===== src/rtl/sevenseg_pkg.sv =====
// Shared types and constants for the multiplexed 7-segment display controller:
// FSM states, the active-low glyph table and the BCD digit-count helper.
package sevenseg_pkg;

  typedef enum logic [1:0] {
    ST_IDLE   = 2'd0,
    ST_CONV   = 2'd1,
    ST_COMMIT = 2'd2
  } state_e;

  // Cathode patterns are active-low, ordered {a,b,c,d,e,f,g}.
  localparam logic [6:0] GLYPH_ZERO  = 7'b0000001;
  localparam logic [6:0] GLYPH_DASH  = 7'b1111110;
  localparam logic [6:0] GLYPH_BLANK = 7'b1111111;

  function automatic int bcd_digits(input int data_w);
    return (data_w * 3) / 10 + 1;
  endfunction

  function automatic logic [6:0] glyph(input logic [3:0] code);
    case (code)
      4'h0:    glyph = 7'b0000001;
      4'h1:    glyph = 7'b1001111;
      4'h2:    glyph = 7'b0010010;
      4'h3:    glyph = 7'b0000110;
      4'h4:    glyph = 7'b1001100;
      4'h5:    glyph = 7'b0100100;
      4'h6:    glyph = 7'b0100000;
      4'h7:    glyph = 7'b0001111;
      4'h8:    glyph = 7'b0000000;
      4'h9:    glyph = 7'b0000100;
      4'hA:    glyph = 7'b0001000;
      4'hB:    glyph = 7'b1100000;
      4'hC:    glyph = 7'b0110001;
      4'hD:    glyph = 7'b1000010;
      4'hE:    glyph = 7'b0110000;
      default: glyph = 7'b0111000;
    endcase
  endfunction

endpackage


===== src/rtl/bin2bcd_seq.sv =====
// Iterative double-dabble converter: one shift-add-3 step per cycle, DATA_W cycles
// per conversion. done marks the final step; bcd is valid from the following cycle.
module bin2bcd_seq
  import sevenseg_pkg::*;
#(
  parameter int DATA_W     = 16,
  parameter int BCD_DIGITS = bcd_digits(DATA_W)
) (
  input  logic                    clk,
  input  logic                    rst_n,
  input  logic                    start,
  input  logic [DATA_W-1:0]       bin_in,
  output logic                    busy,
  output logic                    done,
  output logic [4*BCD_DIGITS-1:0] bcd
);

  localparam int BCD_W = 4 * BCD_DIGITS;
  localparam int CNT_W = $clog2(DATA_W + 1);

  logic [BCD_W-1:0]  bcd_q, bcd_d, adj;
  logic [DATA_W-1:0] bin_q, bin_d;
  logic [CNT_W-1:0]  cnt_q, cnt_d;
  logic              busy_q, busy_d;

  always_comb begin
    // NOTE: every variable gets a default before any conditional write, otherwise a latch is inferred.
    adj    = bcd_q;
    bcd_d  = bcd_q;
    bin_d  = bin_q;
    cnt_d  = cnt_q;
    busy_d = busy_q;
    for (int i = 0; i < BCD_DIGITS; i++) begin
      if (bcd_q[4*i +: 4] >= 4'd5) adj[4*i +: 4] = bcd_q[4*i +: 4] + 4'd3;
    end
    if (start) begin
      bcd_d  = '0;
      bin_d  = bin_in;
      cnt_d  = CNT_W'(DATA_W);
      busy_d = 1'b1;
    end else if (busy_q) begin
      {bcd_d, bin_d} = {adj, bin_q} << 1;
      cnt_d          = cnt_q - 1'b1;
      if (cnt_q == CNT_W'(1)) busy_d = 1'b0;
    end
  end

  // NOTE: sequential state uses non-blocking assignments so every flop samples pre-edge values.
  always_ff @(posedge clk or negedge rst_n) begin
    if (!rst_n) begin
      bcd_q  <= '0;
      bin_q  <= '0;
      cnt_q  <= '0;
      busy_q <= 1'b0;
    end else begin
      bcd_q  <= bcd_d;
      bin_q  <= bin_d;
      cnt_q  <= cnt_d;
      busy_q <= busy_d;
    end
  end

  assign busy = busy_q;
  assign done = busy_q && (cnt_q == CNT_W'(1));
  assign bcd  = bcd_q;

endmodule


===== src/rtl/sevenseg_scan_controller.sv =====
// N-digit multiplexed 7-segment driver: valid/ready value intake, BCD or hex
// conversion, leading-zero/overflow rendering and a blanked, registered digit scan.
module sevenseg_scan_controller
  import sevenseg_pkg::*;
#(
  parameter int NUM_DIGITS   = 4,
  parameter int DATA_W       = 16,
  parameter int REFRESH_DIV  = 262144,
  parameter int BLANK_CYCLES = 1024
) (
  input  logic                  clock_100Mhz,
  input  logic                  reset,
  input  logic [DATA_W-1:0]     value_in,
  input  logic                  value_valid,
  output logic                  value_ready,
  input  logic                  hex_mode,
  input  logic                  blank_lz,
  input  logic [NUM_DIGITS-1:0] dp_in,
  output logic [NUM_DIGITS-1:0] anode_activate,
  output logic [6:0]            led_out,
  output logic                  dp_out,
  output logic                  overflow
);

  localparam int BCD_DIGITS = bcd_digits(DATA_W);
  localparam int HEX_DIGITS = (DATA_W + 3) / 4;
  localparam int SRC_DIGITS = (BCD_DIGITS > HEX_DIGITS) ? BCD_DIGITS : HEX_DIGITS;
  localparam int PAD_W      = 4 * (NUM_DIGITS + SRC_DIGITS);
  localparam int PRE_W      = $clog2(REFRESH_DIV);
  localparam int SLOT_W     = (NUM_DIGITS > 1) ? $clog2(NUM_DIGITS) : 1;

  state_e state_q, state_d;
  logic   accept, commit, conv_start, conv_busy, conv_done;
  logic [4*BCD_DIGITS-1:0] bcd;

  logic [DATA_W-1:0] val_q, val_d;
  logic              hex_q, hex_d, blz_q, blz_d;

  logic [NUM_DIGITS-1:0][6:0] glyph_q, glyph_d, commit_glyph;
  logic                       ovf_q, ovf_d, commit_ovf;
  logic [PAD_W-1:0]           src_pad;
  logic [3:0]                 digit;
  logic                       seen_nz;

  logic [PRE_W-1:0]      presc_q, presc_d;
  logic [SLOT_W-1:0]     slot_q, slot_d;
  logic [6:0]            cur_glyph_q, cur_glyph_d;
  logic                  wrap, blanking;
  logic [NUM_DIGITS-1:0] anode_q, anode_d;
  logic [6:0]            led_q, led_d;
  logic                  dp_q, dp_d;

  bin2bcd_seq #(.DATA_W(DATA_W), .BCD_DIGITS(BCD_DIGITS)) u_bin2bcd (
    .clk    (clock_100Mhz),
    .rst_n  (reset),
    .start  (conv_start),
    .bin_in (value_in),
    .busy   (conv_busy),
    .done   (conv_done),
    .bcd    (bcd)
  );

  always_ff @(posedge clock_100Mhz or negedge reset) begin
    if (!reset) state_q <= ST_IDLE;
    else        state_q <= state_d;
  end

  // The !conv_busy term keeps CONV from stalling if the converter was never started.
  always_comb begin
    state_d = state_q;
    case (state_q)
      ST_IDLE:   if (value_valid) state_d = hex_mode ? ST_COMMIT : ST_CONV;
      ST_CONV:   if (conv_done || !conv_busy) state_d = ST_COMMIT;
      ST_COMMIT: state_d = ST_IDLE;
      default:   state_d = ST_IDLE;
    endcase
  end

  always_comb begin
    value_ready = (state_q == ST_IDLE);
    commit      = (state_q == ST_COMMIT);
    accept      = value_ready && value_valid;
    conv_start  = accept && !hex_mode;
  end

  always_comb begin
    val_d   = accept ? value_in : val_q;
    hex_d   = accept ? hex_mode : hex_q;
    blz_d   = accept ? blank_lz : blz_q;
    src_pad = hex_q ? PAD_W'(val_q) : PAD_W'(bcd);
    // Anything above the displayable digits means the value does not fit.
    commit_ovf   = |(src_pad >> (4 * NUM_DIGITS));
    commit_glyph = '1;
    digit        = '0;
    seen_nz      = 1'b0;
    for (int i = NUM_DIGITS - 1; i >= 0; i--) begin
      digit = src_pad[4*i +: 4];
      if (digit != 4'd0) seen_nz = 1'b1;
      if (commit_ovf)                         commit_glyph[i] = GLYPH_DASH;
      else if (seen_nz || i == 0 || !blz_q)   commit_glyph[i] = glyph(digit);
      else                                    commit_glyph[i] = GLYPH_BLANK;
    end
    glyph_d = commit ? commit_glyph : glyph_q;
    ovf_d   = commit ? commit_ovf   : ovf_q;
  end

  always_ff @(posedge clock_100Mhz or negedge reset) begin
    if (!reset) begin
      val_q <= '0;
      hex_q <= 1'b0;
      blz_q <= 1'b0;
      ovf_q <= 1'b0;
      // NOTE: the display register is a few flops, not a RAM, so it resets to a defined idle image.
      for (int i = 0; i < NUM_DIGITS; i++) glyph_q[i] <= (i == 0) ? GLYPH_ZERO : GLYPH_BLANK;
    end else begin
      val_q   <= val_d;
      hex_q   <= hex_d;
      blz_q   <= blz_d;
      ovf_q   <= ovf_d;
      glyph_q <= glyph_d;
    end
  end

  // The slot's glyph is captured only at slot start, so a commit never splits a slot.
  always_comb begin
    wrap        = (presc_q == PRE_W'(REFRESH_DIV - 1));
    presc_d     = wrap ? '0 : presc_q + 1'b1;
    slot_d      = slot_q;
    if (wrap) slot_d = (slot_q == '0) ? SLOT_W'(NUM_DIGITS - 1) : slot_q - 1'b1;
    cur_glyph_d = wrap ? glyph_d[slot_d] : cur_glyph_q;
    blanking    = (presc_q < PRE_W'(BLANK_CYCLES));
    anode_d     = '1;
    if (!blanking) anode_d[slot_q] = 1'b0;
    led_d       = blanking ? GLYPH_BLANK : cur_glyph_q;
    dp_d        = blanking ? 1'b1 : ~dp_in[slot_q];
  end

  always_ff @(posedge clock_100Mhz or negedge reset) begin
    if (!reset) begin
      presc_q     <= '0;
      slot_q      <= SLOT_W'(NUM_DIGITS - 1);
      cur_glyph_q <= (NUM_DIGITS == 1) ? GLYPH_ZERO : GLYPH_BLANK;
      anode_q     <= '1;
      led_q       <= GLYPH_BLANK;
      dp_q        <= 1'b1;
    end else begin
      presc_q     <= presc_d;
      slot_q      <= slot_d;
      cur_glyph_q <= cur_glyph_d;
      anode_q     <= anode_d;
      led_q       <= led_d;
      dp_q        <= dp_d;
    end
  end

  assign anode_activate = anode_q;
  assign led_out        = led_q;
  assign dp_out         = dp_q;
  assign overflow       = ovf_q;

endmodule


===== config.mk =====
export PLATFORM = sky130hd
export DESIGN_NAME = sevenseg_scan_controller
export DESIGN_NICKNAME = d
export VERILOG_FILES = /design/src/rtl/sevenseg_pkg.sv /design/src/rtl/bin2bcd_seq.sv /design/src/rtl/sevenseg_scan_controller.sv
export SDC_FILE = /design/constraint.sdc
export NUM_CORES = 1
export LEC_CHECK = 0
export ABC_AREA = 1
export ABC_CLOCK_PERIOD_IN_PS = 2100
export BUFFER_PORTS_ARGS = -buffer_cell sky130_fd_sc_hd__buf_2
export CORE_MARGIN = 10
export CORE_UTILIZATION = 45
export CTS_CLUSTER_DIAMETER = 30
export CTS_CLUSTER_SIZE = 8
export DETAILED_ROUTE_END_ITERATION = 12
export SLEW_MARGIN = 10
export SYNTH_ARGS = -nofsm -noshare
export SYNTH_HDL_FRONTEND = slang
export SYNTH_HIERARCHICAL = 1
export SYNTH_SLANG_ARGS = --single-unit

===== constraint.sdc =====
create_clock -name clock_100Mhz -period 2.1 [get_ports clock_100Mhz]
set_input_delay 0.105 -clock clock_100Mhz [delete_from_list [all_inputs] [get_ports clock_100Mhz]]
set_output_delay 0.105 -clock clock_100Mhz [all_outputs]
set_load 0.1 [all_outputs]

==> results.ini <==
[worst_setup_path]
crit_chain=clkinv_4 > o21ai_4 > ha_4 > nand2_2 > nand3b_4 > nor2_4 > nand2_4 > nand2_1 > o21ai_2 > nand2_1 > nand2_1 > nand2_1 > nand2_1 > nand2_1
slowest_delay_ns=0.48
worstPathArrival_ns=2.40
startpoint_type=flip-flop
crit_required_ns=2.46
crit_start=hex_q
r2r_start=hex_q
cp-end-kind=flip-flop
slowest_stage=dfrtp_2
reg2reg_depth=14
path_common_cell=nand2_1
path_max_fanout=7
path_class=reg -> reg

[synth]
synthesis.nets=1081
synth_edf_count=0
synth_top_cell_area_share_pct=27.8
yosys_warnings=6
synth_area_leader_cell=dfrtp_1
synthTopCellsByArea=dfrtp_1 28%, nand2_1 16%, dfstp_2 14%
ys_types=45
syn_avg_cell_area_um2=7.75
syn_inst=1012
synth_top_flop_cell=dfrtp_1
synthArstFlopShare_pct=100
synth.yosys.seq_area_share_pct=42.2
synth-seq-cells=130
syn_area_um2=7850

[detailed_routing]
wl_mm=18.7
drc_errors=0
drt-initial-drc-count=321
ant_nets=0
vias=6690
wire_per_inst_um=13.8
detail_route.first_pass.iterations=7
vias_per_cell=4.93

[sta]
hold_viol_final=0
worst_pin_slew_ns=1.21
fin_skew_ns=0.00826
timing.final.crit_share_pct=97.4
drv_slew=0
post-route-min-period_ns=2.05
setup_tns_ns=0
fmax_mhz=489
setup_viol=0
setup_slack_ns=0.0540
max_slew_margin_pct=19.4
rsz0062_at_grt=yes

[cts]
cts_buffers=17
cts_sinks=130
cts-root-buf=clkbuf_16
clock_path_buffers=2
cts_max_level=4
clkTransAtPathRegs_ns=0.06
cts_tree=yes
clock_latency_ns=0.42

[place]
gp_congestion=0.868
dpl_worst_slack_ns=0.0350
numPortBuffers=38
hpwlAfterDp_mm=13.2

[layout]
diodes=0
area_growth_pct=24.0
fill_cells=1609
drive_above_1_share_pct=27.0
final_nets=1188

[floorplan]
start_util_pct=45.7
chipWidth_um=152
core_area_um2=17200
die-height_um=152
die-area_um2=23100
io_pins=39
std_cell_rows=48

[global_routing]
grt_antenna_before_repair=0
grt_start_max_net_pins=56
grt_pass1_wl_mm=31.4
overflow=0
globalRouteTotalUtil_pct=15.9
grt_pass1_vias=6570

[run]
maxCapViolations=0

[run_status]
status=finished, final reports clean

[min_path]
hp-start=dp_in[3]
whs_path_depth=4
hp-class=in -> reg

[power]
totalPowerFinal_mw=15.1
vdd_drop_max_mv=0.964
power_density_nw_per_um2=1560
p_leak_nw=4.87

timing repair:
item                                    4_1_cts  5_1_grt
resized for setup                             0       77
endpoints found under the hold margin        88        0
hold buffers                                 21        0
setup buffers                                 0       11
endpoints found under the setup margin        0        7
power breakdown:
part           internal (mW)  switching [mW]  total, mW  leakage [nW]
registers               3.49           0.574       4.07          1.51
clock network           1.92            1.09       3.01         0.299
logic                   3.15            4.91       8.07          3.06
final cells by class:
cell class / count / area, µm² / area share (%)
tap: 225 / 282 / 2.89
sequential: 130 / 3310 / 34.0
timing repair inverter: 1 / 6.26 / 0.0643
clock buffer: 24 / 504 / 5.18
multi-input combinational: 734 / 4160 / 42.8
clock inverter: 8 / 98.8 / 1.02
timing repair buffer: 113 / 890 / 9.15
inverter: 122 / 475 / 4.89
cell usage in the layout, fill, tap and decap left out, types with 7 or more instances in the layout:
| master | netlist | routed |
|---|---|---|
| a21oi_1 | 25 | 22 |
| a21oi_2 | 4 | 7 |
| a22oi_1 | 13 | 13 |
| buf_2 | 6 | 37 |
| buf_4 | 4 | 45 |
| clkbuf_16 | 0 | 20 |
| dfrtp_1 | 87 | 86 |
| dfstp_2 | 43 | 43 |
| dlygate4sd3_1 | 0 | 21 |
| ha_1 | 44 | 33 |
| inv_1 | 115 | 110 |
| inv_2 | 4 | 8 |
| nand2_1 | 324 | 307 |
| nand2_2 | 19 | 33 |
| nand2_4 | 6 | 9 |
| nand3_1 | 77 | 69 |
| nand3_2 | 5 | 12 |
| nand4_1 | 15 | 15 |
| nor2_1 | 86 | 79 |
| nor2_2 | 5 | 10 |
| o21ai_0 | 25 | 21 |
| o21ai_2 | 4 | 8 |
| o22ai_1 | 8 | 8 |
| or2_2 | 19 | 19 |
| xor2_1 | 11 | 11 |
state kept, by name (all words and copies together) (netlist names):
register and cells:
anode_activate 4, blz_q 1, cur_glyph_q 7, dp_out 1, glyph_q 28, hex_q 1, led_out 7, overflow 1
presc_q 18, slot_q 2, state_q 2, u_bin2bcd/bcd 20, u_bin2bcd/bin_q 16, u_bin2bcd/busy 1, u_bin2bcd/cnt_q 5, val_q 16
worst max-delay path: cells and delay by family (launching register included):
kind	cells	cell delay, ns
compound gates	2	0.28
fa+ha+maj	1	0.16
flops	1	0.48
simple gates	10	0.92
buf+inv	1	0.15
routing by layer:
layer  global-route usage, %  vias to the layer above  share of wire [%]
met2                    25.8                      128                 48
met4                    5.96                        0                1.9
met1                    20.6                     3107                 47
met5                       0                        -                  0
met3                    3.13                       29                3.1
li1                        -                     3426                  -
kinds of logic after synthesis:
group,share of synthesized area [%]
multiplexers,0.718
flip-flops,42.2
buffers and inverters,8.61
AO/OA/AOI/OAI,7.72
adder cells (fa/ha/maj),7.02
XOR/XNOR,1.23
AND/OR/NAND/NOR,32.6
synthesized netlist by cell type (2+ instances only):
library cell    n
a22oi_1        13
or2_2          19
a21oi_2         4
nor2_1         86
o21ai_0        25
a21oi_1        25
o21bai_1        6
o211ai_1        2
dfstp_2        43
nand3_1        77
nand4_1        15
buf_12          2
buf_2           6
nor2_2          5
nand2_4         6
buf_4           4
nor2_4          2
clkbuf_1        7
nor3b_1         2
buf_6           7
inv_1         115
nor3_2          2
o21ai_1         9
dfrtp_1        87
xor2_1         11
o21ai_2         4
nor4_1          3
mux2_2          5
nand2_1       324
ha_1           44
a31o_2          2
inv_2           4
nand3_2         5
o22ai_1         8
nand3b_1        2
nor3_1          4
nand2_2        19
path summary, 6_finish.rpt:
check	slack [ns]	end
worst max-delay path	0.05	cur_glyph_q[3]
min in group asynchronous	0.22	u_bin2bcd/bcd[3]
worst min-delay path	0.03	dp_out
max in group asynchronous	1.15	glyph_q[8]
worst max register to register	0.05	cur_glyph_q[3]
worst min register to register	0.45	led_out[0]
metrics by stage:
step | instance area (µm²) | cells | utilization (%) | hold slack (ns)
finish | 9730 | 1357 | 56.6 | 0.0311
global route | 9730 | 1357 | 56.6 | 0.0407
CTS | 9320 | 1344 | 54.3 | 0.0108
detailed placement | 8510 | 1291 | 49.5 | 0.115
global placement | 8510 | 1291 | 49.5 | 0.114
floorplan | 7880 | 1012 | - | -0.191
Note: power is estimated with default switching activity, not from simulation.
